===== src/rtl/div_result_fifo.sv =====
// First-word-fall-through result FIFO behind div: stores {quotient, remainder} pairs,
// presents the oldest with valid/ready, and drops and flags arrivals when no slot is free.
module div_result_fifo #(
  parameter int DEPTH = 4,
  parameter int QW    = 8,
  parameter int RW    = 5
) (
  input  logic                       clk,
  input  logic                       rst_n,
  input  logic                       i_in_valid,
  input  logic [QW-1:0]              i_q,
  input  logic [RW-1:0]              i_r,
  input  logic                       i_out_ready,
  input  logic                       i_clr_ovf,
  output logic                       o_out_valid,
  output logic [QW-1:0]              o_q,
  output logic [RW-1:0]              o_r,
  output logic [$clog2(DEPTH):0]     o_count,
  output logic                       o_full,
  output logic                       o_overflow,
  output logic [50:0]                number
);

  localparam int AW = $clog2(DEPTH);
  localparam int CW = AW + 1;

  logic [QW-1:0] mem_q_r [DEPTH];
  logic [RW-1:0] mem_r_r [DEPTH];
  logic [AW-1:0] wr_ptr_r;
  logic [AW-1:0] rd_ptr_r;
  logic [CW-1:0] count_r;
  logic          ovf_r;

  logic valid_s;
  logic full_s;
  logic pop_s;
  logic push_s;
  logic drop_s;

  assign valid_s = (count_r != {CW{1'b0}});
  assign full_s  = (count_r == CW'(DEPTH));
  assign pop_s   = valid_s & i_out_ready;
  assign push_s  = i_in_valid & (~full_s | pop_s);
  assign drop_s  = i_in_valid & full_s & ~pop_s;

  // Pointer, occupancy and sticky overflow state.
  always_ff @(posedge clk or negedge rst_n) begin
    if (!rst_n) begin
      wr_ptr_r <= {AW{1'b0}};
      rd_ptr_r <= {AW{1'b0}};
      count_r  <= {CW{1'b0}};
      ovf_r    <= 1'b0;
    end else begin
      if (push_s) begin
        wr_ptr_r <= wr_ptr_r + AW'(1);
      end
      if (pop_s) begin
        rd_ptr_r <= rd_ptr_r + AW'(1);
      end
      if (push_s && !pop_s) begin
        count_r <= count_r + CW'(1);
      end else if (pop_s && !push_s) begin
        count_r <= count_r - CW'(1);
      end
      // A drop in the same cycle as a clear must leave the flag set.
      if (drop_s) begin
        ovf_r <= 1'b1;
      end else if (i_clr_ovf) begin
        ovf_r <= 1'b0;
      end
    end
  end

  // Result storage; contents are qualified by count, so no reset is needed.
  always_ff @(posedge clk) begin
    if (push_s) begin
      mem_q_r[wr_ptr_r] <= i_q;
      mem_r_r[wr_ptr_r] <= i_r;
    end
  end

  // Head presentation, zeroed while empty.
  always_comb begin
    o_q = {QW{1'b0}};
    o_r = {RW{1'b0}};
    if (valid_s) begin
      o_q = mem_q_r[rd_ptr_r];
      o_r = mem_r_r[rd_ptr_r];
    end else begin
      o_q = {QW{1'b0}};
      o_r = {RW{1'b0}};
    end
  end

  assign o_out_valid = valid_s;
  assign o_count     = count_r;
  assign o_full      = full_s;
  assign o_overflow  = ovf_r;
  // Pure RTL with no instantiated library cells.
  assign number      = 51'd0;

endmodule


===== config.mk =====
export PLATFORM = sky130hd
export DESIGN_NAME = div_result_fifo
export DESIGN_NICKNAME = d
export VERILOG_FILES = /design/src/rtl/div_result_fifo.sv
export SDC_FILE = /design/constraint.sdc
export NUM_CORES = 1
export LEC_CHECK = 0
export ABC_CLOCK_PERIOD_IN_PS = 4000
export BUFFER_PORTS_ARGS = -buffer_cell sky130_fd_sc_hd__buf_2
export CORE_AREA = 3 3 75 77
export CTS_BUF_LIST = sky130_fd_sc_hd__clkbuf_4
export DETAILED_ROUTE_END_ITERATION = 16
export DIE_AREA = 0 0 78 80
export PLACE_DENSITY = 0.86
export SLEW_MARGIN = 20
export SYNTH_ARGS = -nofsm -noshare
export SYNTH_HDL_FRONTEND = slang
export SYNTH_SLANG_ARGS = --single-unit
export TNS_END_PERCENT = 20

===== constraint.sdc =====
create_clock -name clk -period 4 [get_ports clk]
set_input_delay 0 -clock clk [delete_from_list [all_inputs] [get_ports clk]]
set_output_delay 0 -clock clk [all_outputs]
set_load 0.01 [all_outputs]

After elaboration in Yosys (flattened, before gate mapping)
Memory sizes are Yosys's and may differ from the RTL's.
Index checks and enable logic that the tools add are counted.
Widths: inputs -> output; s select.
{"block": "op_classes", "addsub": 4, "n_eq_ne": 1, "mux": 8, "n_bitwise": 7, "n_reduce_logical": 7}
{"operator": "$mux 8", "count": 1}
{"operator": "$mux 3", "count": 2}
{"operator": "$mux 5", "count": 1}
{"operator": "$add 2x1->2 const B", "count": 2}
{"operator": "$and 1x1->1", "count": 4}
{"operator": "$mux 1", "count": 4}
{"operator": "$reduce_bool 2->1", "count": 2}
{"operator": "$add 3x1->3 const B", "count": 1}
{"operator": "$eq 3x3->1 const B", "count": 1}
{"operator": "$reduce_bool 3->1", "count": 1}
{"operator": "$sub 3x1->3 const B", "count": 1}
{"operator": "$logic_and 1x1->1", "count": 2}
{"operator": "$logic_not 1->1", "count": 2}
{"operator": "$not 1->1", "count": 2}
{"operator": "$or 1x1->1", "count": 1}
{"block": "word_totals", "register_bits": 8, "mem_bits_rw": 52, "inputBits": 18, "elab_cells": 33, "mem_count": 2}
{"memory": "mem_q_r", "depth": 4, "width": 8, "read_ports": 1, "rd_clocked_by_memory_dff": 0, "write_ports": 1, "line_no": "27", "rtl": "logic [QW-1:0] mem_q_r [DEPTH];"}
{"memory": "mem_r_r", "depth": 4, "width": 5, "read_ports": 1, "rd_clocked_by_memory_dff": 0, "write_ports": 1, "line_no": "28", "rtl": "logic [RW-1:0] mem_r_r [DEPTH];"}

Logic depth before layout (Yosys ltp)
Gate-level depths: netlist (run 1).
{"block": "logic_depth", "word_depth": 8, "ltp_mapped": 9, "mapped_depth_nobuf": 8}

Worst setup path after synthesis (run 1)
Ideal clock, no wire load.
{"block": "synth_path", "path_kind": "reg-to-reg", "startpoint": "register count_r[0] (netlist: o_count[0])", "endpoint": "register count_r[1] (netlist: o_count[1])", "arrival_time_ps": 2031, "required_time_ps": 3875, "path_slack_ps": 1844, "stages_incl_launch_ff": 7, "path_buffers": 0, "path_cell_list": "dfrtp_1 > or3b_1 > o21a_4 > ha_1 > inv_1 > fa_1 > mux2_2"}
{"block": "synth_via", "elab_chain_cells": 7, "elab_cells_between_ends": 15, "classes_between": "add/sub: 2; eq/ne: 1; mux: 2; bitwise: 4; reduce/logical: 6"}
{"item": "start: declaration", "line_no": "31", "rtl": "logic [CW-1:0] count_r;"}
{"item": "start signal: assignment", "line_no": "51", "rtl": "count_r <= {CW{1'b0}};"}
{"item": "start signal: assignment", "line_no": "61", "rtl": "count_r <= count_r + CW'(1);"}
{"item": "start signal: assignment", "line_no": "63", "rtl": "count_r <= count_r - CW'(1);"}
{"item": "$reduce_bool 3->1 / $eq 3x3->1 (equally long branches)", "line_no": "40, 41"}
{"item": "$and 1x1->1 / $not 1->1 (equally long branches)", "line_no": "42, 43"}
{"item": "$or 1x1->1 *", "line_no": "43", "rtl": "assign push_s = i_in_valid & (~full_s | pop_s);"}
{"item": "$and 1x1->1 *", "line_no": "43"}
{"item": "via push_s", "line_no": "37", "rtl": "logic push_s;"}
{"item": "$logic_not 1->1", "line_no": "62", "rtl": "end else if (pop_s && !push_s) begin"}
{"item": "$logic_and 1x1->1", "line_no": "62"}
{"item": "$reduce_bool 2->1 (no line)"}
Mark *: on every way through the listed nets, which the timed path passes. The rest lies on a longest branch. The select of a mux whose other input is x is not followed.
A chain may end at the register's enable or synchronous reset.

Final worst setup path (run 1)
{"block": "layout_path", "startpoint": "register count_r[0] (netlist: o_count[0])", "endpoint": "register count_r[2] (netlist: o_count[2])"}
{"block": "layout_via", "elab_chain_cells": 7, "elab_cells_between_ends": 15, "classes_between": "add/sub: 2; eq/ne: 1; mux: 2; bitwise: 4; reduce/logical: 6"}
{"item": "$reduce_bool 3->1 / $eq 3x3->1 (equally long branches)", "line_no": "40, 41"}
{"item": "$and 1x1->1 / $not 1->1 (equally long branches)", "line_no": "42, 43"}
{"item": "$or 1x1->1", "line_no": "43"}
{"item": "$and 1x1->1", "line_no": "43"}
{"item": "$logic_not 1->1", "line_no": "62"}
{"item": "$logic_and 1x1->1", "line_no": "62"}
{"item": "$reduce_bool 2->1 (no line)"}
Several ways; a longest one is shown, not always the timed one. The select of a mux whose other input is x is not followed.

==> results of run 1 <==
cell usage in the layout, fill, tap and decap left out, types with 2 or more instances in the layout:
cell type | netlist | final
buf_2 | 2 | 36
inv_1 | 6 | 6
clkbuf_4 | 0 | 11
dfrtp_1 | 8 | 8
xor2_1 | 2 | 2
bufinv_16 | 0 | 2
edfxtp_1 | 52 | 52
xnor2_1 | 4 | 4
mux4_2 | 13 | 13
dlygate4sd3_1 | 0 | 19
ha_1 | 5 | 5
and2_2 | 4 | 4
and2_1 | 13 | 13
conb_1 | 1 | 51
sequential cells by signal, summed over array words and instances (netlist names):
name	flops
mem_q_r	32
mem_r_r	20
o_count	3
o_overflow	1
rd_ptr_r	2
wr_ptr_r	2
layout make-up:
| type | count | area [sq um] |
|---|---|---|
| inverters | 6 | 22.5 |
| multi-input cells | 102 | 808 |
| well taps | 70 | 87.6 |
| clock inverters | 5 | 76.3 |
| clock buffers | 11 | 82.6 |
| fillers | 387 | 1870 |
| repair buffers | 55 | 370 |
| flip-flops and latches | 60 | 1760 |
path summary, 6_finish.rpt:
check / start / endpoint / slack, ns / cells past startpoint
setup / recovery: o_count[0] / o_count[2] / 1.62 / 8
hold / removal: i_q[3] / mem_q_r[1][3] / 0.36 / 2
setup reg to reg: o_count[0] / o_count[2] / 1.62 / 8
hold reg to reg: o_count[2] / o_count[2] / 0.53 / 1
max in group asynchronous: rst_n / rd_ptr_r[1] / 3.16 / 3
min in group asynchronous: rst_n / rd_ptr_r[0] / 0.58 / 3
power breakdown:
group          switching [mW]  internal (mW)  leakage, nW
Combinational           0.327          0.371        0.643
Clock                   0.201          0.265       0.0845
Sequential              0.122          0.834        0.572
metrics by stage:
stage	setup WS [ns]	power (mW)	instances	util [%]	area [sq um]
4_1_cts	1.57	2.15	309	63.2	3210
2_1_floorplan	1.84	1.48	224	-	3000
3_3_place_gp	1.68	1.64	274	56.4	2860
3_5_place_dp	1.61	1.67	274	56.4	2860
6_report	1.62	2.12	309	63.2	3210
5_1_grt	1.46	2.26	309	63.2	3210
per-layer routing:
metal | up-vias | GRT usage [%] | wire length [um]
met1 | 706 | 16.2 | 1560
met5 | - | 0 | 0
met4 | 0 | 7.52 | 95
met2 | 75 | 27.0 | 2300
li1 | 642 | - | -
met3 | 9 | 4.74 | 343
logic make-up (layout without fill, tap and decap cells):
kind of cell / after synthesis / count (layout) / share of synthesized area [%]
adders and majority gates: 6 / 6 / 2.93
DFF: 60 / 60 / 62.5
buffers and inverters: 62 / 77 / 15.4
and+or+nand+nor: 22 / 22 / 4.93
xor gates and xnor gates: 6 / 6 / 1.87
other: 1 / 51 / 0.133
muxes: 15 / 15 / 11.3
AOI/OAI and AO/OA: 2 / 2 / 0.844
synth_stat cells (all sizes together):
master / n / area share (%)
fa: 1 / 0.71
xnor2: 4 / 1.2
conb: 1 / 0.13
nor2: 1 / 0.13
ha: 5 / 2.2
buf: 54 / 14
edfxtp: 52 / 55
inv: 6 / 0.80
mux2: 2 / 0.93
nand3: 1 / 0.18
dfrtp: 8 / 7.1
clkbuf: 2 / 0.27
mux4: 13 / 10
nand2: 1 / 0.13
and2: 17 / 4.0
xor2: 2 / 0.62
or3b: 1 / 0.31
or3: 1 / 0.22
o21a: 1 / 0.53
o32ai: 1 / 0.31
==> reports/qor.txt, run 1 <==
warnings from Yosys: 0
CTS Root Cell: clkbuf_4
RD Place Congestion: 0.720
Final #Nets: 258
fraction of layout cells with a size suffix above 1: 29.7%
VDD IR max: 0.341 mV
Req. time, crit path: 4.30 ns
CP most frequent cell: xor2_1
number of DRC markers in iteration 0: 77
count of final setup violators: 0
Starting Density: 55.5%
Mapped Area: 0.00282 sq mm
vias in the first global route: 1371
final HPWL from detailed placement: 2.75 mm
Worst Path Arrival: 2.68 ns
via count of the routed design: 1432
WS Path Type: register to register
Area Overhead vs Synth: 13.9%
RSZ-0062 raised after global routing: false
Power Dens Cells: 661 mW/mm^2
gr ovfl total: 0
initial antenna violation count: 0
DIE HEIGHT: 80 um
CTS resizes: 0
Worst Path Buf+Inv: 1
Final ANT Viol Nets: 0
CTS Buffer Depth: 2
Buffers on Ports: 36
CTS tree: done
Post-Synthesis Cells: 174
Rows: 26
family with the most delay on the worst path: simple AND/OR/NAND/NOR gates
DIE WIDTH: 78 um
Tot GR Track Use: 15.1%
post-route clock period utilization: 59.6%
worst hold path class: primary input to register
Fin. Hold Viols: 0
hold_ws: 0.358 ns
largest net degree at the start of global routing: 17
setup TNS: 0 ns
average wire per standard cell: 13.9 um
Setup Fix Bufs, Post-CTS: 0
Slowest cell on crit path: or3_1
worst-margin pin slew: 0.876 ns
post-route minimum period: 2.38 ns
io pins: 88
Leak Pwr: 1.30 nW
slowest stage delay, CP: 0.61 ns
Clock Latency Late Sink: 0.38 ns
Vias/cell: 4.63
#FFs+latches synth: 60
syn_area_per_cell: 16.2 sq um
Worst Setup End Kind: register
number of clock sinks: 60
Critical Path Source Type: register
worst-path fanout max: 16
final WL: 4.29 mm
max-slew violations: 0
Residual DRC: 0
area of the core: 0.00507 sq mm
die area: 0.00624 sq mm
sequential fraction of the synthesis area: 62.5%
crit path cell chain: or3_1, nand2_1, ha_1, inv_1, fa_1, xor2_1, nor2_1, xor2_1
worst-case clock skew: 0.0117 ns
Hold Buf Count CTS: 19
TritonCTS buffer count: 9
Worst-path clk slew: 0.10 ns
Netlist cell types: 24
status: finished clean
CTS HTree Levels: 3
Peak Freq: 420 MHz
Slew headroom: 41.6%
first-pass GRT wire length: 6.67 mm
DRT Pass-1 Iters: 4
Max-Cap Viols: 0
ant diodes: 0
(Power assumes the default switching activity.)
==> run 2: changes to the inputs <==
- ABC_CLOCK_PERIOD_IN_PS: 4000 -> 2500
- CORE_AREA: 3 3 75 77 -> 3 3 77 79
- DIE_AREA: 0 0 78 80 -> 0 0 80 82
- PLACE_DENSITY: 0.86 -> 0.82
- clock period: 4 -> 2.5 ns (I/O delays scaled with it)
==> run 2 against run 1 <==
Net effect: clock-buffer cell count unchanged; setup slack worse by 1.4 ns; clock power up 17%; combinational power up 72%; global-route usage down 0.39 points; die area up 5.1%; via count down 1.3%; sequential cell count unchanged; non-clock buffer count up 2; fmax up 6.6%; clock skew up 0.0036 ns; critical path type unchanged; largest cell class unchanged; largest power group unchanged.
==> reports/qor.txt, run 2 (synthesis gave the netlist of run 1 again) <==
status: finished clean
r2r worst-path depth: 6
vias in the first global route: 1389
area of the core: 0.00541 sq mm
Area Overhead vs Synth: 13.4%
VDD IR max: 0.672 mV
FF-to-FF End: o_count[1]
DIE WIDTH: 80 um
Worst-path clk slew: 0.10 ns
Largest register FFs: 32
Hold Crit Start: i_q[3]
io pins: 88
hold path endpoint: mem_q_r[2][3]
Worst Path Buf+Inv: 1
Final ANT Viol Nets: 0
sw frac: 32.5%
clock power share: 16.8%
worst reg2reg startpoint: o_count[0]
CTS Root Cell: clkbuf_4
Slew headroom: 57.3%
Residual DRC: 0
post-route clock period utilization: 89.4%
most common cell after layout, fill and taps aside: edfxtp_1
worst hold path class: primary input to register
hold depth: 2
post-route minimum period: 2.24 ns
Power Dens Cells: 1020 mW/mm^2
Sw Pwr: 1.06 mW
via count of the routed design: 1414
first-pass GRT wire length: 6.84 mm
hold_ws: 0.362 ns
Vias/cell: 4.52
RSZ-0062 raised after global routing: false
logic gate share of total power: 37.0%
number of clock sinks: 60
gr ovfl total: 0
Tot GR Track Use: 14.7%
CTS tree: done
Fin. Hold Viols: 0
family with the most delay on the worst path: adder cells
Max-Cap Viols: 0
Setup Fix Bufs, Post-CTS: 0
Final #Nets: 260
Worst Setup End Kind: register
Rows: 27
cell count along the critical path: 6
Leak Pwr: 1.29 nW
Buffers on Ports: 36
worst-case clock skew: 0.0154 ns
max-slew violations: 0
count of final setup violators: 0
Worst R2R Setup Slack: 0.26 ns
TritonCTS buffer count: 9
number of DRC markers in iteration 0: 45
Reg power frac: 46.2%
die area: 0.00656 sq mm
slowest stage delay, CP: 0.45 ns
DRT Pass-1 Iters: 4
worst-path fanout max: 7
WS Path Type: register to register
Top reg by flops: mem_q_r
CTS HTree Levels: 3
Critical Path Source Type: register
Final Power: 3.25 mW
setup TNS: 0 ns
final HPWL from detailed placement: 2.85 mm
Slowest cell on crit path: dfrtp_1
CTS Buffer Depth: 2
largest net degree at the start of global routing: 16
DIE HEIGHT: 82 um
Internal: 2.19 mW
average wire per standard cell: 13.8 um
Req. time, crit path: 2.77 ns
worst-margin pin slew: 0.640 ns
ant diodes: 0
initial antenna violation count: 0
fraction of layout cells with a size suffix above 1: 30.7%
Clock Latency Late Sink: 0.39 ns
Worst Path Arrival: 2.51 ns
Starting Density: 52.1%
crit path cell chain: or3b_1, o21a_4, ha_1, inv_1, fa_1, mux2_2
most frequent cells in the layout: edfxtp_1 (52), conb_1 (51), buf_2 (36), dlygate4sd3_1 (19)
Peak Freq: 447 MHz
final WL: 4.32 mm
RD Place Congestion: 0.720
-- run 2: cell types whose count changed in the layout (fill, tap and decap cells not counted) --
cell / delta
clkinv_2: +2
buf_4: +1
clkinvlp_4: +1
buf_12: +1
bufinv_16: -2
clkinv_1: -1
-- run 2: cell type report --
class,count,area [sq um]
fillers,435,2210
flip-flops and latches,60,1760
multi-input cells,102,808
repair buffers,57,398
inverters,6,22.5
well taps,72,90.1
clock inverters,5,30.0
clock buffers,11,82.6
-- run 2: through the flow --
stage / std cells / utilization (%) / worst slack, ns / cell area (sq um)
floorplan: 224 / - / 0.344 / 3000
detailed placement: 278 / 53.5 / 0.279 / 2890
global route: 313 / 59.1 / 0.193 / 3190
CTS: 313 / 59.1 / 0.257 / 3190
finish: 313 / 59.1 / 0.265 / 3190
global placement: 278 / 53.5 / 0.340 / 2890
-- run 2: worst max path at each step --
stage                    start    endpoint  slack, ns
floorplan           o_count[0]  o_count[1]       0.34
global placement    o_count[0]  o_count[1]       0.34
detailed placement  o_count[0]  o_count[1]       0.28
CTS                 o_count[0]  o_count[1]       0.26
global route        o_count[0]  o_count[1]       0.19
finish              o_count[0]  o_count[1]       0.26
-- run 2: power groups by stage --
| stage | logic [mW] | registers [mW] | clock network, mW |
|---|---|---|---|
| finish | 1.20 | 1.50 | 0.546 |
| global route | 1.33 | 1.54 | 0.615 |
| CTS | 1.23 | 1.51 | 0.569 |
| detailed placement | 1.20 | 1.53 | 0 |
| global placement | 1.18 | 1.52 | 0 |
| floorplan | 0.925 | 1.44 | 0 |
-- run 2: worst reg2reg max path: cells and delay by family (launching register included) --
kind	cells	cell delay, ns
AO/OA/AOI/OAI	1	0.25
adder cells (fa/ha/maj)	2	0.63
buffers and inverters	1	0.08
multiplexers	1	0.27
AND/OR/NAND/NOR	1	0.45
flip-flops	1	0.45
-- run 2: repair_timing --
action,in CTS,in global routing
hold buffers,19,0
hold endpoints to repair,64,0
resized for setup,0,0
-- run 2: routing by layer --
| layer | part of all wire (%) | vias to the layer above | GRT usage [%] |
|---|---|---|---|
| li1 | - | 647 | - |
| met1 | 39 | 690 | 16.0 |
| met2 | 52 | 68 | 25.5 |
| met3 | 7.2 | 9 | 3.84 |
| met4 | 2.2 | 0 | 9.63 |
| met5 | 0 | - | 0 |
